[src/rtl/egress_meta_tx.sv]
// egress_meta_tx
//   Egress-side producer of per-packet metadata records. Parses the 32-bit
//   packet word stream (header word followed by L payload words), builds one
//   32-bit record per packet and queues it in a DEPTH-entry FIFO whose head is
//   presented on meta_out and popped by a one-cycle meta_out_ack pulse.
//
//   Optional feature, macro META_TIMESTAMP_EN: when defined, record bits [17:0]
//   carry an 18-bit free-running cycle count captured on the header cycle
//   instead of the header sequence number.
//
// Parameters
//   DEPTH    metadata FIFO entries (power of two, 2..64)
//   TIMEOUT  consecutive idle cycles inside a packet before it is aborted
//
// Ports
//   clk           in   system clock
//   reset         in   synchronous active-low reset
//   pkt_in_en     in   pkt_in holds a valid word this cycle
//   pkt_in        in   packet word [31:0]
//   meta_out_ack  in   pop FIFO head (one-cycle pulse)
//   meta_out      out  FIFO head record, bit 31 = valid, 0 when empty
//   meta_count    out  FIFO occupancy 0..DEPTH
//   drop_cnt      out  records lost to a full FIFO, saturating
//
// Header word: [31:30] src, [29:28] dst, [27:20] length L, [19:0] seq
// Record:      [31] valid, [30] err, [29:28] src, [27:26] dst,
//              [25:18] payload words received, [17:0] seq / timestamp
module egress_meta_tx #(
   parameter int DEPTH   = 8,
   parameter int TIMEOUT = 64
) (
   input  logic        clk,
   input  logic        reset,
   input  logic        pkt_in_en,
   input  logic [31:0] pkt_in,
   input  logic        meta_out_ack,
   output logic [31:0] meta_out,
   output logic [6:0]  meta_count,
   output logic [15:0] drop_cnt
);

   localparam int AW = $clog2(DEPTH);

   typedef enum logic {
      S_IDLE    = 1'b0,
      S_PAYLOAD = 1'b1
   } state_t;

   state_t        r_state;
   logic [1:0]    r_src;
   logic [1:0]    r_dst;
   logic [7:0]    r_len;
   logic [17:0]   r_tag;
   logic [7:0]    r_wcnt;
   logic [9:0]    r_gap;

   logic [31:0]   r_mem [DEPTH];
   logic [AW-1:0] r_wptr;
   logic [AW-1:0] r_rptr;
   logic [6:0]    r_count;
   logic [31:0]   r_head;
   logic [15:0]   r_drop;

   logic [17:0]   w_tag;
   logic          w_push;
   logic [31:0]   w_rec;
   logic          w_pop;
   logic          w_full;
   logic          w_acc;
   logic          w_drop;
   logic [6:0]    w_count_nxt;
   logic [6:0]    w_count_after_pop;
   logic [AW-1:0] w_rptr_nxt;
   logic [31:0]   w_head_nxt;
   logic          w_unused;

   // Header bits [19:18] never reach the record; in the timestamp build
   // the whole sequence field is ignored.
   assign w_unused = ^pkt_in[19:0];

`ifdef META_TIMESTAMP_EN
   logic [17:0] r_ts;

   always_ff @(posedge clk) begin
      if (!reset) begin
         r_ts <= '0;
      end else begin
         r_ts <= r_ts + 18'd1;
      end
   end

   assign w_tag = r_ts;
`else
   assign w_tag = pkt_in[17:0];
`endif

   // Record to push this cycle, if any. A zero-length header is an error
   // record built straight from the incoming word since nothing is latched yet.
   always_comb begin
      w_push = 1'b0;
      w_rec  = '0;
      case (r_state)
         S_IDLE: begin
            if (pkt_in_en && (pkt_in[27:20] == 8'd0)) begin
               w_push = 1'b1;
               w_rec  = {1'b1, 1'b1, pkt_in[31:30], pkt_in[29:28], 8'd0, w_tag};
            end
         end
         S_PAYLOAD: begin
            if (pkt_in_en) begin
               if ((r_wcnt + 8'd1) == r_len) begin
                  w_push = 1'b1;
                  w_rec  = {1'b1, 1'b0, r_src, r_dst, r_len, r_tag};
               end
            end else if ((r_gap + 10'd1) == 10'(TIMEOUT)) begin
               w_push = 1'b1;
               w_rec  = {1'b1, 1'b1, r_src, r_dst, r_wcnt, r_tag};
            end
         end
         default: begin
            w_push = 1'b0;
         end
      endcase
   end

   // Packet parser
   always_ff @(posedge clk) begin
      if (!reset) begin
         r_state <= S_IDLE;
         r_wcnt  <= '0;
         r_gap   <= '0;
      end else begin
         case (r_state)
            S_IDLE: begin
               if (pkt_in_en) begin
                  r_src  <= pkt_in[31:30];
                  r_dst  <= pkt_in[29:28];
                  r_len  <= pkt_in[27:20];
                  r_tag  <= w_tag;
                  r_wcnt <= '0;
                  r_gap  <= '0;
                  if (pkt_in[27:20] != 8'd0) begin
                     r_state <= S_PAYLOAD;
                  end
               end
            end
            S_PAYLOAD: begin
               if (pkt_in_en) begin
                  r_wcnt <= r_wcnt + 8'd1;
                  r_gap  <= '0;
                  if ((r_wcnt + 8'd1) == r_len) begin
                     r_state <= S_IDLE;
                  end
               end else begin
                  r_gap <= r_gap + 10'd1;
                  if ((r_gap + 10'd1) == 10'(TIMEOUT)) begin
                     r_state <= S_IDLE;
                  end
               end
            end
            default: begin
               r_state <= S_IDLE;
            end
         endcase
      end
   end

   // FIFO control. A full FIFO still accepts a push when the same cycle pops.
   assign w_pop  = meta_out_ack && (r_count != 7'd0);
   assign w_full = (r_count == 7'(DEPTH));
   assign w_acc  = w_push && (!w_full || w_pop);
   assign w_drop = w_push && !w_acc;

   assign w_count_after_pop = w_pop ? (r_count - 7'd1) : r_count;
   assign w_count_nxt       = w_acc ? (w_count_after_pop + 7'd1) : w_count_after_pop;
   assign w_rptr_nxt        = w_pop ? (r_rptr + AW'(1)) : r_rptr;

   // meta_out is registered, so the next head is resolved here: when the
   // FIFO would be empty after the pop, the record being pushed becomes the
   // head directly (it is not yet readable from r_mem).
   always_comb begin
      if (w_count_nxt == 7'd0) begin
         w_head_nxt = '0;
      end else if (w_acc && (w_count_after_pop == 7'd0)) begin
         w_head_nxt = w_rec;
      end else begin
         w_head_nxt = r_mem[w_rptr_nxt];
      end
   end

   always_ff @(posedge clk) begin
      if (w_acc) begin
         r_mem[r_wptr] <= w_rec;
      end
   end

   always_ff @(posedge clk) begin
      if (!reset) begin
         r_wptr  <= '0;
         r_rptr  <= '0;
         r_count <= '0;
         r_head  <= '0;
         r_drop  <= '0;
      end else begin
         if (w_acc) begin
            r_wptr <= r_wptr + AW'(1);
         end
         r_rptr  <= w_rptr_nxt;
         r_count <= w_count_nxt;
         r_head  <= w_head_nxt;
         if (w_drop && (r_drop != 16'hFFFF)) begin
            r_drop <= r_drop + 16'd1;
         end
      end
   end

   assign meta_out   = r_head;
   assign meta_count = r_count;
   assign drop_cnt   = r_drop;

endmodule

[config.mk]
export PLATFORM = sky130hd
export DESIGN_NAME = egress_meta_tx
export DESIGN_NICKNAME = d
export VERILOG_FILES = /design/src/rtl/egress_meta_tx.sv
export SDC_FILE = /design/constraint.sdc
export NUM_CORES = 1
export LEC_CHECK = 0
export ABC_CLOCK_PERIOD_IN_PS = 14600
export CAP_MARGIN = 20
export CORE_MARGIN = 3
export CORE_UTILIZATION = 25
export CTS_CLUSTER_SIZE = 28
export DETAILED_ROUTE_END_ITERATION = 7
export HOLD_SLACK_MARGIN = 0.06
export SYNTH_ARGS = -nofsm -noshare
export SYNTH_HDL_FRONTEND = slang
export SYNTH_SLANG_ARGS = --single-unit
[constraint.sdc]
create_clock -name clk -period 14.6 [get_ports clk]
set_input_delay 2.19 -clock clk [delete_from_list [all_inputs] [get_ports clk]]
set_output_delay 2.19 -clock clk [all_outputs]
set_load 0.1 [all_outputs]
# ---- Yosys cells after proc, flatten, opt, wreduce, memory -nomap -nowiden
# Memories as Yosys holds them, arrays and structs flattened.
# Index checks and enable logic that the tools add are counted.
dict set report totals {
  in_bits 36
  wordCells 73
  n_memories 1
  ramBits 256
  ff_bits 110
}
# memory depth word_bits rd rd_ports_with_merged_regs write_ports line_no
set mem_list {}
lappend mem_list {r_mem 8 32 1 0 1 57} ;# logic [31:0] r_mem [DEPTH];
dict set report classes {
  reduce_logical 17
  add_sub_neg 7
  muxes 28
  n_bitwise 2
  n_eq_ne 6
}
# cell n
set op_table {}
lappend op_table {{32-bit 2-to-1 mux} 5}
lappend op_table {{32-bit case mux with 2 select lines} 1}
lappend op_table {{10-bit 2-to-1 mux} 2}
lappend op_table {{10-bit case mux with 2 select lines} 1}
lappend op_table {{16-bit by 1-bit adder with 16-bit output (second input constant)} 1}
lappend op_table {{8-bit 2-to-1 mux} 2}
lappend op_table {{16-bit inequality test (second input constant)} 1}
lappend op_table {{8-bit case mux with 2 select lines} 1}
lappend op_table {{7-bit zero test} 2}
lappend op_table {{7-bit 2-to-1 mux} 2}
lappend op_table {{1-bit 2-to-1 mux} 11}
lappend op_table {{10-bit by 1-bit adder with 10-bit output (second input constant)} 1}
lappend op_table {{10-bit by 7-bit equality test with 1-bit output (second input constant)} 1}
lappend op_table {{8-bit by 1-bit adder with 8-bit output (second input constant)} 1}
lappend op_table {{8-bit equality test} 1}
lappend op_table {{8-bit zero test} 1}
lappend op_table {{8-bit nonzero test} 1}
lappend op_table {{7-bit by 1-bit adder with 7-bit output (second input constant)} 1}
lappend op_table {{7-bit by 4-bit equality test with 1-bit output (second input constant)} 1}
lappend op_table {{7-bit nonzero test} 1}
lappend op_table {{7-bit by 1-bit subtractor with 7-bit output (second input constant)} 1}
lappend op_table {{3-bit by 1-bit adder with 3-bit output (second input constant)} 2}
lappend op_table {{1-bit logical AND} 6}
lappend op_table {{2-bit inequality test (second input constant)} 2}
lappend op_table {{other kinds (8)} 11}

# ---- Longest topological paths before layout
dict set report logic_depth {
  depth_word 9
  mapped_depth 17
}

# ---- Least setup slack after synthesis
# No wires, ideal clock.
dict set report synth_timing {
  kind {input -> register}
  from {in pkt_in_en}
  to {mem r_mem[2][0], enable pin}
  t_arrival_ns 7.297
  path_buffers 3
  path_slack_ns 6.790
  cell_stages 9
  path_cell_list {clkbuf_1 -> inv_1 -> nand4_1 -> or3_1 -> o22ai_1 -> clkbuf_1 -> o21ai_1 -> clkbuf_1 -> nor4b_1}
}
dict set report synth_via {
  elab_chain_len 6
  elab_cells_between_ends 7
  cone_classes {mux: 5; reduce/logical: 2}
}
# element line_no
set synth_rtl {}
lappend synth_rtl {{start, declared} 34} ;# input logic pkt_in_en,
lappend synth_rtl {{1-bit logical AND} 104} ;# if (pkt_in_en && (pkt_in[27:20] == 8'd0)) begin
lappend synth_rtl {{1-bit 2-to-1 mux} 104}
lappend synth_rtl {{1-bit case mux with 2 select lines (*)} 102} ;# case (r_state)
lappend synth_rtl {{1-bit logical AND (*)} 171} ;# assign w_acc = w_push && (!w_full || w_pop);
lappend synth_rtl {{1-bit 2-to-1 mux (*)} 192} ;# if (w_acc) begin
lappend synth_rtl {{1-bit 2-to-1 mux (not written as such) (*)} 193} ;# r_mem[r_wptr] <= w_rec;
lappend synth_rtl {{end, declared} 57}
# Every way passes the cells marked *; elsewhere a longest branch is shown, timed or not.

# ---- Worst setup path after layout
dict set report layout_timing {
  from {in pkt_in_en}
  to {mem r_mem[6][19], enable pin}
}
# Same word-level chain as after synthesis.

==> impl_metrics.json <==
{
  "outcome": "complete, no violations",
  "grt_max_degree": 73,
  "die_y_um": 252.3,
  "place_area_um2": 16940,
  "skew_ps": 23.26,
  "cts.path.max_buffers": 3,
  "worstPathArrival_ps": 5890,
  "ir_drop_mv": 0.1135,
  "cp.required_ps": 14760,
  "chipWidth_um": 252.3,
  "clock_latency_ps": 530,
  "hold_path.class": "reg -> reg",
  "synth_area_leaders": "edfxtp_1, dfxtp_1, mux4_2",
  "final_layout_size_suffix_gt1_frac": 0.1521,
  "synth.most_common_cell": "edfxtp_1",
  "place.gp.congestion": 0.7808,
  "wire_per_inst_um": 18.81,
  "synth-seq-cells": 366,
  "rows": 89,
  "drtIter0Drc": 567,
  "worst_pin_slew_ps": 1120,
  "netlist_instances": 970,
  "design.core.area_um2": 59460,
  "viasPerCell": 4.622,
  "drc": 0,
  "setup_viol": 0,
  "cp_max_fo": 27,
  "overflow": 0,
  "avgSynthCellArea_um2": 15.63,
  "synthArstFlopShare": 0,
  "ys_seq_area_frac": 0.6722,
  "rsz0062_at_grt": "false",
  "slew-limit-headroom": 0.2533,
  "port_buffers": 88,
  "num_vias": 8592,
  "ctsResizeCount": 0,
  "antenna_found_initial": 3,
  "maxCapViolCount": 0,
  "yosys_most_used_dff": "edfxtp_1",
  "postCtsHoldBufs": 0,
  "initial_core_util": 0.2549,
  "yosys_warnings": 0,
  "crit_type": "in -> reg",
  "synth_edf_count": 286,
  "hpwl_mm": 19.85,
  "numCtsBuffers": 36,
  "h-tree-depth": 2,
  "routed-wl-met3_mm": 1.382,
  "cts_setup_buffers": 0,
  "synth_common_cells": "edfxtp_1, nand2_1, dfxtp_1, mux4_2, nand3_1",
  "met1_length_mm": 14.92,
  "ys_types": 79,
  "start_kind": "primary input",
  "postSynthNetCount": 1014,
  "stdcell_area_um2": 18050,
  "io_pins": 91,
  "root_buffer": "clkbuf_16",
  "syn_area_um2": 15160,
  "p_per_area_nw_per_um2": 176.7,
  "grtUsageTotal": 0.1095,
  "detailroute.wirelength.met2_mm": 17.86,
  "fin_crit_sh": 0.3926,
  "die_area_um2": 63630,
  "top_layer_used": "met5",
  "drtAntennaViolNets": 0,
  "grt_pass1_vias": 8794,
  "yosysTopAreaCellShare": 0.5665,
  "setup-tns-final_ps": 0,
  "endpoint_kind": "flip-flop",
  "leakagePower_nw": 6.047,
  "final_hold_viol_count": 0,
  "path_clk_slew_ps": 60,
  "tritoncts": "yes",
  "final.min_clock_period_ps": 5732,
  "grt_pass1_wl_mm": 53.85,
  "firstDrtPassIters": 4,
  "cts_sinks": 366,
  "yosysTopAreaCell": "edfxtp_1",
  "slew_viol_final": 0,
  "final_nets": 1103,
  "routed_wl_mm": 34.98,
  "fmax_ghz": 0.1745,
  "syn2layout_area_growth_pct": 19.07
}
-- layer usage --
layer  global-route usage  vias to the layer above
met5                    0                        -
met1               0.1361                     4409
met4              0.03659                        4
met3              0.02037                       42
met2               0.1922                      154
li1                     -                     3983
-- kinds of logic (layout without fill, tap and decap cells) --
logic type / after synthesis / count (layout) / share of synthesized area
compound gates: 126 / 126 / 0.07098
xor+xnor: 42 / 42 / 0.02550
fa+ha+maj: 8 / 8 / 0.006603
buf+inv: 64 / 179 / 0.02179
flops: 366 / 366 / 0.6722
mux: 78 / 78 / 0.1034
other cells: 0 / 1 / 0
simple gates: 286 / 286 / 0.09954
-- flip-flops by register name, indices dropped and copies added, names as in the netlist --
register	cells
r_gap	10
r_dst	2
r_tag	18
meta_count	7
drop_cnt	16
r_rptr	3
r_mem	256
r_state	1
r_wcnt	8
meta_out	32
r_src	2
r_wptr	3
r_len	8
-- power by group --
group,internal (W),switching (W)
sequential,0.00116,0.0000358
clock,0.000493,0.000387
combinational,0.000388,0.000725
total,0.00204,0.00115
-- worst paths after layout --
| kind | slack, ps | from | cells past startpoint | end |
|---|---|---|---|---|
| min | 510 | r_gap[6] | 2 | r_gap[6] |
| max | 8870 | pkt_in_en | 9 | r_mem[6][19] |
| max reg2reg | 10230 | meta_count[0] | 11 | meta_out[14] |
| min reg2reg | 510 | r_gap[6] | 2 | r_gap[6] |
-- final cells by class --
class                           instances  area, um2
Antenna cell                            1      2.502
Clock buffer                           42      923.4
Clock inverter                         22      185.2
Fill cell                            5877      41410
Inverter                                9      33.78
Multi-Input combinational cell        540       4737
Sequential cell                       366      10190
Tap cell                              773      967.2
Timing Repair Buffer                  106       1011
-- cells in the final DEF, fill, tap and decap left out, types with 4 or more instances in the layout --
cell / Yosys / routed
nand4_1: 11 / 11
a22o_1: 30 / 30
a21oi_1: 12 / 12
clkdlybuf4s50_1: 0 / 87
dfxtp_1: 80 / 80
mux4_2: 57 / 57
clkbuf_16: 0 / 36
and3_1: 5 / 4
nor2_1: 30 / 28
o21a_1: 5 / 5
a221o_1: 5 / 5
mux2_2: 4 / 4
clkinv_1: 0 / 6
nor2b_1: 10 / 10
o21ai_0: 10 / 10
buf_4: 2 / 18
a21boi_0: 7 / 7
clkinv_2: 0 / 8
ha_1: 8 / 8
o2111a_1: 24 / 24
inv_1: 9 / 9
mux4_1: 4 / 4
nand2_1: 98 / 98
mux2i_1: 12 / 11
and4_1: 4 / 4
xnor2_1: 22 / 22
or3_1: 6 / 6
xor2_1: 19 / 18
clkbuf_1: 29 / 6
and2_1: 26 / 26
nand3_1: 47 / 47
nor3_1: 12 / 10
edfxtp_1: 286 / 286
-- metrics by stage --
step	hold WS, ps	setup slack [ps]	util	total power, W	instances
floorplan	471.2	6790	-	0.002103	970
global placement	482.6	8322	0.2849	0.002342	1794
CTS	512.1	8819	0.3035	0.003233	1858
finish	512.6	8868	0.3035	0.003189	1859
global route	563.1	8567	0.3035	0.003331	1858
detailed placement	501.4	8264	0.2849	0.002345	1794
-- worst max-delay path, cell delays in order --
cell	delay (ps)
clkdlybuf4s50_1	700
nand2_1	290
a2111o_1	500
nor4b_4	250
buf_4	300
o21a_1	250
nand2_1	200
nor3b_2	650
buf_4	540
(Power assumes the default switching activity.)
